===== src/rtl/uart_pkg.sv =====
// Shared constants for the UART transceiver: parity encodings, oversample
// ratio, sticky error bit positions and TX/RX FSM state codes.
package uart_pkg;

  localparam int OVERSAMPLE = 16;

  localparam logic [1:0] PAR_NONE = 2'b00;
  localparam logic [1:0] PAR_ODD  = 2'b01;
  localparam logic [1:0] PAR_EVEN = 2'b10;

  localparam int ERR_PARITY  = 0;
  localparam int ERR_START   = 1;
  localparam int ERR_STOP    = 2;
  localparam int ERR_OVERRUN = 3;

  localparam logic [2:0] TX_IDLE   = 3'd0;
  localparam logic [2:0] TX_START  = 3'd1;
  localparam logic [2:0] TX_DATA   = 3'd2;
  localparam logic [2:0] TX_PARITY = 3'd3;
  localparam logic [2:0] TX_STOP   = 3'd4;

  localparam logic [2:0] RX_IDLE   = 3'd0;
  localparam logic [2:0] RX_START  = 3'd1;
  localparam logic [2:0] RX_DATA   = 3'd2;
  localparam logic [2:0] RX_PARITY = 3'd3;
  localparam logic [2:0] RX_STOP   = 3'd4;

  // 2'b11 decodes as "no parity", same as PAR_NONE.
  function automatic logic par_en(input logic [1:0] p);
    return (p == PAR_ODD) || (p == PAR_EVEN);
  endfunction

endpackage


===== src/rtl/uart_rx_fifo.sv =====
// First-word-fall-through receive FIFO. Extra pointer bit distinguishes
// full from empty; a push while full is accepted only alongside a pop.
module uart_rx_fifo #(
  parameter int WIDTH = 10,
  parameter int DEPTH = 16
) (
  input  logic                     clock,
  input  logic                     reset_n,
  input  logic                     push,
  input  logic                     pop,
  input  logic [WIDTH-1:0]         din,
  output logic [WIDTH-1:0]         dout,
  output logic                     full,
  output logic                     empty,
  output logic [$clog2(DEPTH):0]   count
);

  localparam int AW = $clog2(DEPTH);
  localparam logic [AW:0] FULL_CNT = (AW+1)'(DEPTH);

  logic [WIDTH-1:0] mem [DEPTH];
  logic [AW:0]      wptr, rptr;
  logic             do_push, do_pop;

  assign count   = wptr - rptr;
  assign empty   = (wptr == rptr);
  assign full    = (count == FULL_CNT);
  assign do_pop  = pop && !empty;
  assign do_push = push && (!full || do_pop);
  assign dout    = empty ? '0 : mem[rptr[AW-1:0]];

  always_ff @(posedge clock or negedge reset_n) begin
    if (!reset_n) begin
      wptr <= '0;
      rptr <= '0;
    end else begin
      if (do_push) wptr <= wptr + 1'b1;
      if (do_pop)  rptr <= rptr + 1'b1;
    end
  end

  always_ff @(posedge clock) begin
    if (do_push) mem[wptr[AW-1:0]] <= din;
  end

endmodule


===== src/rtl/uart_transceiver_fifo.sv =====
// UART transceiver: shared 16x tick generator, valid/ready TX serialiser,
// oversampling RX deserialiser into a FWFT FIFO, loopback and sticky errors.
module uart_transceiver_fifo
  import uart_pkg::*;
#(
  parameter int DATA_BITS = 8,
  parameter int RX_DEPTH  = 16,
  parameter int DIV_WIDTH = 16
) (
  input  logic                        clock,
  input  logic                        reset_n,
  input  logic [DIV_WIDTH-1:0]        baud_div,
  input  logic [1:0]                  parity_type,
  input  logic                        stop2,
  input  logic                        loopback,
  input  logic                        tx_valid,
  input  logic [DATA_BITS-1:0]        tx_data,
  output logic                        tx_ready,
  output logic                        tx_out,
  output logic                        tx_active_flag,
  output logic                        tx_done_flag,
  input  logic                        rx_in,
  output logic                        rx_valid,
  output logic [DATA_BITS-1:0]        rx_data,
  output logic [1:0]                  rx_frame_err,
  input  logic                        rx_ready,
  output logic [$clog2(RX_DEPTH):0]   rx_count,
  output logic                        rx_active_flag,
  output logic [3:0]                  error_flag,
  input  logic                        err_clr
);

  localparam int TW  = $clog2(OVERSAMPLE);
  localparam int BCW = $clog2(DATA_BITS);
  localparam logic [TW-1:0]  T_LAST = TW'(OVERSAMPLE - 1);
  localparam logic [TW-1:0]  T_MID  = TW'(OVERSAMPLE / 2 - 1);
  localparam logic [BCW-1:0] B_LAST = BCW'(DATA_BITS - 1);

  // ---------------- tick generator ----------------
  logic [DIV_WIDTH-1:0] div_m1, bcnt;
  logic                 tick;

  assign div_m1 = (baud_div == '0) ? '0 : baud_div - 1'b1;
  // >= keeps the counter from running away if baud_div shrinks mid-count
  assign tick   = (bcnt >= div_m1);

  always_ff @(posedge clock or negedge reset_n) begin
    if (!reset_n) bcnt <= '0;
    else          bcnt <= tick ? '0 : bcnt + 1'b1;
  end

  // ---------------- transmitter ----------------
  logic [2:0]           tx_st;
  logic [TW-1:0]        tx_tcnt;
  logic [BCW-1:0]       tx_bcnt;
  logic [DATA_BITS-1:0] tx_sh;
  logic                 tx_par, tx_pen, tx_stop2, tx_scnt, tx_line;
  logic                 tx_bit_end, tx_accept;

  assign tx_bit_end     = tick && (tx_tcnt == T_LAST);
  assign tx_done_flag   = (tx_st == TX_STOP) && tx_bit_end && (!tx_stop2 || tx_scnt);
  assign tx_ready       = (tx_st == TX_IDLE) || tx_done_flag;
  assign tx_accept      = tx_valid && tx_ready;
  assign tx_active_flag = (tx_st != TX_IDLE);
  assign tx_out         = loopback ? 1'b1 : tx_line;

  always_ff @(posedge clock or negedge reset_n) begin
    if (!reset_n) begin
      tx_st    <= TX_IDLE;
      tx_tcnt  <= '0;
      tx_bcnt  <= '0;
      tx_sh    <= '0;
      tx_par   <= 1'b0;
      tx_pen   <= 1'b0;
      tx_stop2 <= 1'b0;
      tx_scnt  <= 1'b0;
      tx_line  <= 1'b1;
    end else begin
      if (tick) tx_tcnt <= tx_tcnt + 1'b1;
      if (tx_accept) begin
        // accepting on the done cycle chains frames without an idle gap
        tx_st    <= TX_START;
        tx_tcnt  <= '0;
        tx_bcnt  <= '0;
        tx_sh    <= tx_data;
        tx_par   <= (^tx_data) ^ (parity_type == PAR_ODD);
        tx_pen   <= par_en(parity_type);
        tx_stop2 <= stop2;
        tx_scnt  <= 1'b0;
        tx_line  <= 1'b0;
      end else if (tx_bit_end) begin
        case (tx_st)
          TX_START: begin
            tx_st   <= TX_DATA;
            tx_line <= tx_sh[0];
          end
          TX_DATA: begin
            if (tx_bcnt == B_LAST) begin
              tx_st   <= tx_pen ? TX_PARITY : TX_STOP;
              tx_line <= tx_pen ? tx_par : 1'b1;
            end else begin
              tx_bcnt <= tx_bcnt + 1'b1;
              tx_sh   <= tx_sh >> 1;
              tx_line <= tx_sh[1];
            end
          end
          TX_PARITY: begin
            tx_st   <= TX_STOP;
            tx_line <= 1'b1;
          end
          TX_STOP: begin
            if (tx_stop2 && !tx_scnt) tx_scnt <= 1'b1;
            else                      tx_st   <= TX_IDLE;
          end
          default: tx_st <= TX_IDLE;
        endcase
      end
    end
  end

  // ---------------- receiver front end ----------------
  logic rx_src, rx_m, rx_s;

  assign rx_src = loopback ? tx_line : rx_in;

  always_ff @(posedge clock or negedge reset_n) begin
    if (!reset_n) begin
      rx_m <= 1'b1;
      rx_s <= 1'b1;
    end else begin
      rx_m <= rx_src;
      rx_s <= rx_m;
    end
  end

  // ---------------- receiver FSM ----------------
  logic [2:0]           rx_st;
  logic [TW-1:0]        rx_tcnt;
  logic [BCW-1:0]       rx_bcnt;
  logic [DATA_BITS-1:0] rx_sh;
  logic                 rx_pen, rx_podd, rx_stop2, rx_scnt, rx_perr, rx_serr;
  logic                 rx_sample, rx_push, rx_false, stop_bad;

  assign rx_sample      = tick && (rx_tcnt == ((rx_st == RX_START) ? T_MID : T_LAST));
  assign rx_push        = (rx_st == RX_STOP) && rx_sample && (!rx_stop2 || rx_scnt);
  assign rx_false       = (rx_st == RX_START) && rx_sample && rx_s;
  assign stop_bad       = rx_serr || !rx_s;
  assign rx_active_flag = (rx_st != RX_IDLE);

  always_ff @(posedge clock or negedge reset_n) begin
    if (!reset_n) begin
      rx_st    <= RX_IDLE;
      rx_tcnt  <= '0;
      rx_bcnt  <= '0;
      rx_sh    <= '0;
      rx_pen   <= 1'b0;
      rx_podd  <= 1'b0;
      rx_stop2 <= 1'b0;
      rx_scnt  <= 1'b0;
      rx_perr  <= 1'b0;
      rx_serr  <= 1'b0;
    end else begin
      if (tick) rx_tcnt <= rx_tcnt + 1'b1;
      case (rx_st)
        RX_IDLE: begin
          if (!rx_s) begin
            rx_st    <= RX_START;
            rx_tcnt  <= '0;
            rx_bcnt  <= '0;
            rx_pen   <= par_en(parity_type);
            rx_podd  <= (parity_type == PAR_ODD);
            rx_stop2 <= stop2;
            rx_scnt  <= 1'b0;
            rx_perr  <= 1'b0;
            rx_serr  <= 1'b0;
          end
        end
        RX_START: begin
          // realign so every later sample lands 16 ticks after the midpoint
          if (rx_sample) begin
            rx_tcnt <= '0;
            rx_st   <= rx_s ? RX_IDLE : RX_DATA;
          end
        end
        RX_DATA: begin
          if (rx_sample) begin
            rx_sh <= {rx_s, rx_sh[DATA_BITS-1:1]};
            if (rx_bcnt == B_LAST) rx_st   <= rx_pen ? RX_PARITY : RX_STOP;
            else                   rx_bcnt <= rx_bcnt + 1'b1;
          end
        end
        RX_PARITY: begin
          if (rx_sample) begin
            rx_perr <= rx_s ^ (^rx_sh) ^ rx_podd;
            rx_st   <= RX_STOP;
          end
        end
        RX_STOP: begin
          if (rx_sample) begin
            if (!rx_s) rx_serr <= 1'b1;
            if (rx_stop2 && !rx_scnt) rx_scnt <= 1'b1;
            else                      rx_st   <= RX_IDLE;
          end
        end
        default: rx_st <= RX_IDLE;
      endcase
    end
  end

  // ---------------- receive FIFO ----------------
  logic [DATA_BITS+1:0] fifo_head;
  logic                 fifo_full, fifo_empty, rx_pop;

  assign rx_pop = rx_valid && rx_ready;

  uart_rx_fifo #(
    .WIDTH (DATA_BITS + 2),
    .DEPTH (RX_DEPTH)
  ) u_fifo (
    .clock   (clock),
    .reset_n (reset_n),
    .push    (rx_push),
    .pop     (rx_pop),
    .din     ({stop_bad, rx_perr, rx_sh}),
    .dout    (fifo_head),
    .full    (fifo_full),
    .empty   (fifo_empty),
    .count   (rx_count)
  );

  assign rx_valid     = !fifo_empty;
  assign rx_data      = fifo_head[DATA_BITS-1:0];
  assign rx_frame_err = fifo_head[DATA_BITS+1:DATA_BITS];

  // ---------------- sticky errors ----------------
  logic [3:0] err_set;

  always_comb begin
    err_set              = '0;
    err_set[ERR_PARITY]  = rx_push && rx_perr;
    err_set[ERR_START]   = rx_false;
    err_set[ERR_STOP]    = rx_push && stop_bad;
    err_set[ERR_OVERRUN] = rx_push && fifo_full && !rx_pop;
  end

  always_ff @(posedge clock or negedge reset_n) begin
    if (!reset_n) error_flag <= '0;
    else          error_flag <= (err_clr ? 4'b0 : error_flag) | err_set;
  end

endmodule


===== config.mk =====
export PLATFORM = sky130hd
export DESIGN_NAME = uart_transceiver_fifo
export DESIGN_NICKNAME = d
export VERILOG_FILES = /design/src/rtl/uart_pkg.sv /design/src/rtl/uart_rx_fifo.sv /design/src/rtl/uart_transceiver_fifo.sv
export SDC_FILE = /design/constraint.sdc
export NUM_CORES = 1
export LEC_CHECK = 0
export ABC_AREA = 1
export BUFFER_PORTS_ARGS = -buffer_cell sky130_fd_sc_hd__buf_2
export CAP_MARGIN = 20
export CORE_MARGIN = 8
export CORE_UTILIZATION = 40
export CTS_BUF_LIST = sky130_fd_sc_hd__clkbuf_16
export DETAILED_ROUTE_END_ITERATION = 12
export GPL_TIMING_DRIVEN = 0
export PLACE_DENSITY = 0.55
export SYNTH_ARGS = -nofsm -noshare
export SYNTH_HDL_FRONTEND = slang
export SYNTH_SLANG_ARGS = --single-unit
export TNS_END_PERCENT = 100

===== constraint.sdc =====
create_clock -name clock -period 3.4 [get_ports clock]
set_input_delay 0.68 -clock clock [delete_from_list [all_inputs] [get_ports clock]]
set_output_delay 0.68 -clock clock [all_outputs]
set_load 0.01 [all_outputs]

### Yosys cells after proc, flatten, opt, wreduce, memory -nomap -nowiden

Memory sizes are Yosys's and may differ from the RTL's.
Index checks and enable logic that the tools add are counted.

* register bits: 79
* memories: 1
* memory bits (writable): 160

* bitwise gates (word level): 5
* $lt $le $gt $ge: 1
* equal/unequal tests: 29
* multiplexer cells: 61
* reductions and logical operators: 59
* add/subtract/negate cells: 9

Memory list
* u_fifo.mem: depth 16, bits a word 10, read ports 1, clocked after memory_dff 0, wr ports 1, line uart_rx_fifo.sv:21 `logic [WIDTH-1:0] mem [DEPTH];`

Operators by type and width (number)
* $mux W3: 20
* $mux W16: 2
* $mux W8: 4
* $mux W4: 7
* $ne A2 B2 Y1 const B: 10
* $logic_and A1 B1 Y1: 18
* $mux W1: 18
* $add A16 B1 Y16 const B: 1
* $ge A16 B16 Y1: 1
* $logic_not A16 Y1: 1
* $reduce_bool A2 Y1: 8
* $reduce_xor A8 Y1: 2
* $sub A16 B1 Y16 const B: 1
* $pmux W3 S5: 1
* $eq A3 B2 Y1 const B: 4
* $eq A3 B3 Y1 const B: 4
* $pmux W3 S4: 1
* $reduce_and A3 Y1: 4
* $reduce_and A4 Y1: 3
* $add A5 B1 Y5 const B: 2
* $mux W10: 1
* $add A4 B1 Y4 const B: 2
* $logic_not A1 Y1: 8
* $pmux W4 S2: 1
* 24 further kinds: 40

### Depth between registers and ports, before layout

* depth in word-level cells: 10
* gate-level depth with buffers: 23
* mapped depth without buffers: 23

### By module

Synthesis repeated with hierarchy kept, for this count alone.

* cells, all modules: 1210
* area, all modules: 11730.0 µm²

Modules (own cells, without submodules)
* uart_rx_fifo: area an instance 7247.0 µm², instances 1, cells an instance 631, seq. area each 5054.8 µm²
* uart_transceiver_fifo: area an instance 4483.0 µm², instances 1, cells an instance 579, seq. area each 1730.4 µm²

### Worst setup path after synthesis

No wires, ideal clock.

* path type: in2reg
* start: in baud_div[1]
* end: mem u_fifo.mem[12][0] (enable)
* setup time: 0.376 ns
* arrival time: 3.379 ns
* buffers on the path: 0
* stages: 19
* path slack: -0.355 ns
* cell sequence: nor2_1 nand2_1 nor3_1 inv_1 or2_2 nor4_1 or2_2 nand3_1 ha_1 nand2_1 nor3_1 nand2_1 nand2_2 nand2_4 clkinv_4 nand3_4 inv_4 nand2_2 nor2_1

* cells in the longest elaborated chain, start to end: 9
* elaborated cells on any way between the ends: 10
* those cells by class: add/sub: 1; order compare: 1; mux: 3; reduce/logical: 5

Ends and longest elaborated chain
* from (decl): line uart_transceiver_fifo.sv:12 `input logic [DIV_WIDTH-1:0] baud_div,`
* $sub A16 B1 Y16 or $logic_not A16 Y1 (tied branches): line uart_transceiver_fifo.sv:43 `assign div_m1 = (baud_div == '0) ? '0 : baud_div - 1'b1;`
* $mux W16 (*): line uart_transceiver_fifo.sv:43
* $ge A16 B16 Y1 (*): line uart_transceiver_fifo.sv:45 `assign tick = (bcnt >= div_m1);`
* $logic_and A1 B1 Y1 (*): line uart_transceiver_fifo.sv:144 `assign rx_sample = tick && (rx_tcnt == ((rx_st == RX_START) ? T_MID : T_LAST));`
* $logic_and A1 B1 Y1 (*) (2 in series): line uart_transceiver_fifo.sv:145 `assign rx_push = (rx_st == RX_STOP) && rx_sample && (!rx_stop2 || rx_scnt);`
* $logic_and A1 B1 Y1 (*): line uart_rx_fifo.sv:29 `assign do_push = push && (!full || do_pop);`
* $mux W1 (*): line uart_rx_fifo.sv:43 `if (do_push) mem[wptr[AW-1:0]] <= din;`
* $mux W1 (implied by the code) (*): line uart_rx_fifo.sv:43
* to (decl): line uart_rx_fifo.sv:21

Every way passes the cells marked *; elsewhere a longest branch is shown, timed or not.

### Final worst setup path

* start: in baud_div[7]
* end: out tx_ready

* cells in the longest elaborated chain, start to end: 7
* elaborated cells on any way between the ends: 8
* those cells by class: add/sub: 1; order compare: 1; mux: 1; reduce/logical: 5

Ends and longest elaborated chain
* $sub A16 B1 Y16 or $logic_not A16 Y1 (tied branches): line uart_transceiver_fifo.sv:43
* $mux W16 (*): line uart_transceiver_fifo.sv:43
* $ge A16 B16 Y1 (*): line uart_transceiver_fifo.sv:45
* $logic_and A1 B1 Y1 (*): line uart_transceiver_fifo.sv:60 `assign tx_bit_end = tick && (tx_tcnt == T_LAST);`
* $logic_and A1 B1 Y1 (*) (2 in series): line uart_transceiver_fifo.sv:61 `assign tx_done_flag = (tx_st == TX_STOP) && tx_bit_end && (!tx_stop2 || tx_scnt);`
* $logic_or A1 B1 Y1 (*): line uart_transceiver_fifo.sv:62 `assign tx_ready = (tx_st == TX_IDLE) || tx_done_flag;`
* to (decl): line uart_transceiver_fifo.sv:18 `output logic tx_ready,`

Marked as above.

==> results by group <==
STA
  • Crit share post-route: 102%
  • Max-Slew Margin vs Limit: 40.3%
  • Min Clock Period, post-route: 3.47 ns
  • Achievable Freq: 289 MHz
  • RSZ-0062 raised after global routing: true
  • # setup viols final: 2
  • Count of final hold-check violations: 0
  • Setup TNS: -0.0998 ns
  • Final Skew: 0.00813 ns
  • Worst-Margin Slew: 0.895 ns
  • Slew Viols, Final: 0
  • Setup ws final: -0.0655 ns

Synth
  • Post-Syn Area: 0.0113 sq mm
  • Number of synthesized flops with an enable pin: 160
  • Commonest cells post-synth: nand2_1 (164), edfxtp_1 (160), nor2_1 (157), o21ai_0 (107), inv_1 (84)
  • Mapped Nets: 1169
  • FF+latch count, synth: 239
  • Top-count cell post-synth: nand2_1
  • Ys Warns: 0
  • Cell accounting for the most synthesized area: edfxtp_1
  • Synth Instances: 1099
  • Top_reg_cell synth: edfxtp_1
  • Sequential area share after synthesis: 60.1%
  • Synth async-reset ratio: 33.1%
  • Synth unique cells: 52
  • Yosys top cell area share: 42.5%
  • Mean Syn Cell Area: 10.3 sq um
  • Dominant cells by area after synthesis: edfxtp_1 (43%), dfrtp_1 (17%), nand2_1 (5.5%)

Floorplan
  • I/O pins: 59
  • Initial Util: 40.7%
  • FP Rows: 61
  • Die area: 0.0339 sq mm
  • Die Y: 184 um
  • Die W: 184 um
  • Core ar.: 0.0278 sq mm

Global routing
  • M1 GR Usage: 20.7%
  • Total gr overflow: 0
  • Routing usage on met3: 2.09%
  • Vias in the first global route: 8536
  • Largest net degree at the start of global routing: 48
  • Initial antenna violation count: 0
  • Gr usage total: 16.8%
  • First-pass GRT wire length: 45400 um
  • GR peak layer: met2
  • GRT met2 Usage: 30.3%

CTS
  • CTS Sinks: 239
  • Clk buf depth: 3
  • Clk Latency, worst-skew pair: 0.52 ns
  • CTS tree: yes
  • CTS Buf Count: 27
  • Clk pin slew, worst setup/hold paths: 0.05 ns
  • Clk root buf: clkbuf_16
  • H-tree levels: 1

Routing
  • Via density: 5.12
  • DRT antenna net count: 0
  • Initial DRC Count: 575
  • Detailed Routing Iterations Pass 1: 5
  • WL per Instance: 17.6 um
  • # DRC: 0
  • Total wire length: 28500 um
  • Routed via count: 8301

Power and ir drop
  • Internal Power: 6.04 mW
  • Logic pwr share: 32.0%
  • Sw Pwr: 3.29 mW
  • Leak pwr: 5.64 nW
  • Sw frac: 35.3%
  • Final Power: 9.33 mW
  • Part of the power in registers: 37.2%
  • Power Density: 665 mW/mm^2
  • IR Drop Worst-Case VDD: 0.000355 V
  • Clock power frac: 30.8%

Critical path
  • Required @ worst endpoint: 2.72 ns
  • Critical Path Source: baud_div[7]
  • Reg2reg path depth: 12
  • Crit-path max FO: 5
  • Worst Setup EP: tx_ready
  • CP bufs+invs: 4
  • CP Capture Type: output port
  • Critical R2R Capture: u_fifo.mem[15][1]
  • Top cell family by delay on the critical path: simple AND/OR/NAND/NOR gates
  • CP Cell Sequence: buf_2 > nor2_4 > nand3_4 > nor3_1 > and2_4 > inv_4 > clkbuf_8 > nand2_1 > ha_4 > a21oi_1 > o21ai_1 > a21oi_2 > nand2_4 > nand4_4 > nand2_4 > buf_6
  • Crit path DAT: 2.79 ns
  • Top cell by count, worst path: nand2_4
  • Instance count on the critical path: 16
  • Crit Path Category: in2out
  • Flop2flop setup slack: 0.39 ns
  • Slowest stage cell, crit path: ha_4
  • CP peak stage delay: 0.22 ns
  • Worst setup SP type: input port
  • RR Startpoint: u_fifo.rptr[1]

Place
  • RD Place Congestion: 0.806
  • Post-DP HPWL: 18900 um
  • DP Area: 0.0123 sq mm
  • Number of port buffers: 57

Cells and area
  • Ant diodes: 0
  • Syn-to-layout area delta: 24.2%
  • Design area: 0.0140 sq mm
  • Post-layout util: 50.5%
  • Share of cells above drive strength 1: 21.3%
  • Layout net count: 1292

Run status
  • Status: complete, but fails checks
  • Failing checks: negative setup slack

Flow run
  • Number of max-cap violations: 0

Worst hold path
  • Min-Delay Path Class: in2async
through the flow:
stage	hold WS (ns)	setup slack, ns	instances
floorplan	0.345	-0.00187	1099
global placement	0.347	-0.717	1534
detailed placement	0.352	-0.726	1535
CTS	0.114	-0.109	1610
global route	0.131	-0.199	1620
finish	0.115	-0.0655	1620
power by group through the flow:
| stage | logic, mW | clock network, mW | registers (mW) |
|---|---|---|---|
| after global routing | 3.35 | 3.05 | 3.50 |
| final | 2.98 | 2.88 | 3.47 |
| after CTS | 2.95 | 2.94 | 3.47 |
| after global placement | 2.88 | 0 | 3.50 |
| after floorplan | 1.89 | 0 | 3.45 |
| after detailed placement | 2.91 | 0 | 3.50 |
cell type report:
type,instances,area (sq um)
fill,2579,13800
sequential,239,6790
timing repair buffer,95,866
clock inverter,22,204
tap,378,473
clock buffer,27,676
buffer,37,198
inverter,99,409
multi-input combinational,723,4410
kinds of logic after synthesis:
| group | synth area share (%) |
|---|---|
| adders and majority gates | 4.05 |
| and+or+nand+nor | 17.2 |
| DFF | 60.1 |
| AOI/OAI and AO/OA | 10.6 |
| buffers and inverters | 4.84 |
| xor gates and xnor gates | 3.18 |
metal layers:
layer | up-vias | routed length [um]
met5 | - | 0
met3 | 45 | 1090
li1 | 4057 | -
met4 | 0 | 791
met1 | 4025 | 12300
met2 | 174 | 14300
state kept, by name, summed over array words and instances, names as in the netlist, 3 cells and up:
signal and cells:
u_fifo.mem 160, bcnt 16, rx_sh 8, tx_sh 8
u_fifo.rptr 5, u_fifo.wptr 5, error_flag 4, rx_tcnt 4
tx_tcnt 4, rx_bcnt 3, rx_st 3, tx_bcnt 3
tx_st 3
worst min path at each step:
stage               end  slack, ns  cells past startpoint
2_1_floorplan      rx_s       0.35                      0
3_3_place_gp       rx_s       0.35                      0
3_5_place_dp       rx_s       0.35                      0
4_1_cts        tx_sh[2]       0.11                      1
5_1_grt        tx_sh[2]       0.13                      1
6_report       tx_sh[2]       0.11                      1
cell usage in the layout, fill, tap and decap left out, types with 9 or more instances in the layout:
| cell | synthesis | layout |
|---|---|---|
| clkbuf_2 | 0 | 11 |
| nor2_4 | 0 | 22 |
| edfxtp_1 | 160 | 160 |
| nand2_1 | 164 | 156 |
| a31oi_1 | 11 | 11 |
| dfrtp_1 | 76 | 74 |
| buf_4 | 2 | 23 |
| nor2_2 | 8 | 12 |
| clkbuf_1 | 29 | 12 |
| buf_2 | 2 | 51 |
| o21ai_0 | 107 | 103 |
| buf_6 | 2 | 10 |
| clkbuf_16 | 0 | 28 |
| a21oi_1 | 29 | 28 |
| inv_1 | 84 | 84 |
| xor2_1 | 24 | 24 |
| nor3_1 | 12 | 9 |
| nand4_1 | 14 | 14 |
| inv_2 | 10 | 12 |
| xnor2_1 | 17 | 17 |
| buf_12 | 0 | 15 |
| o21ai_1 | 9 | 12 |
| nand3_1 | 47 | 45 |
| o22ai_1 | 26 | 26 |
| nor2_1 | 157 | 131 |
| o221ai_1 | 18 | 18 |
| ha_1 | 35 | 27 |
what timing repair did:
item	CTS	global route
resized for setup	66	51
pin swaps	30	12
setup buffers	26	10
endpoints found under the setup margin	175	173
hold buffers	0	0
gates cloned	1	1
worst reg2reg max path: stages (launching register included):
cell	delay, ns
dfrtp_2	0.46
clkinvlp_4	0.21
clkbuf_4	0.25
ha_1	0.34
nand2_1	0.05
o21ai_0	0.23
xor2_1	0.32
nand4_2	0.23
nand3_4	0.19
clkinv_8	0.11
nand2_4	0.16
nor2_4	0.07
buf_12	0.16
(Power assumes the default switching activity.)
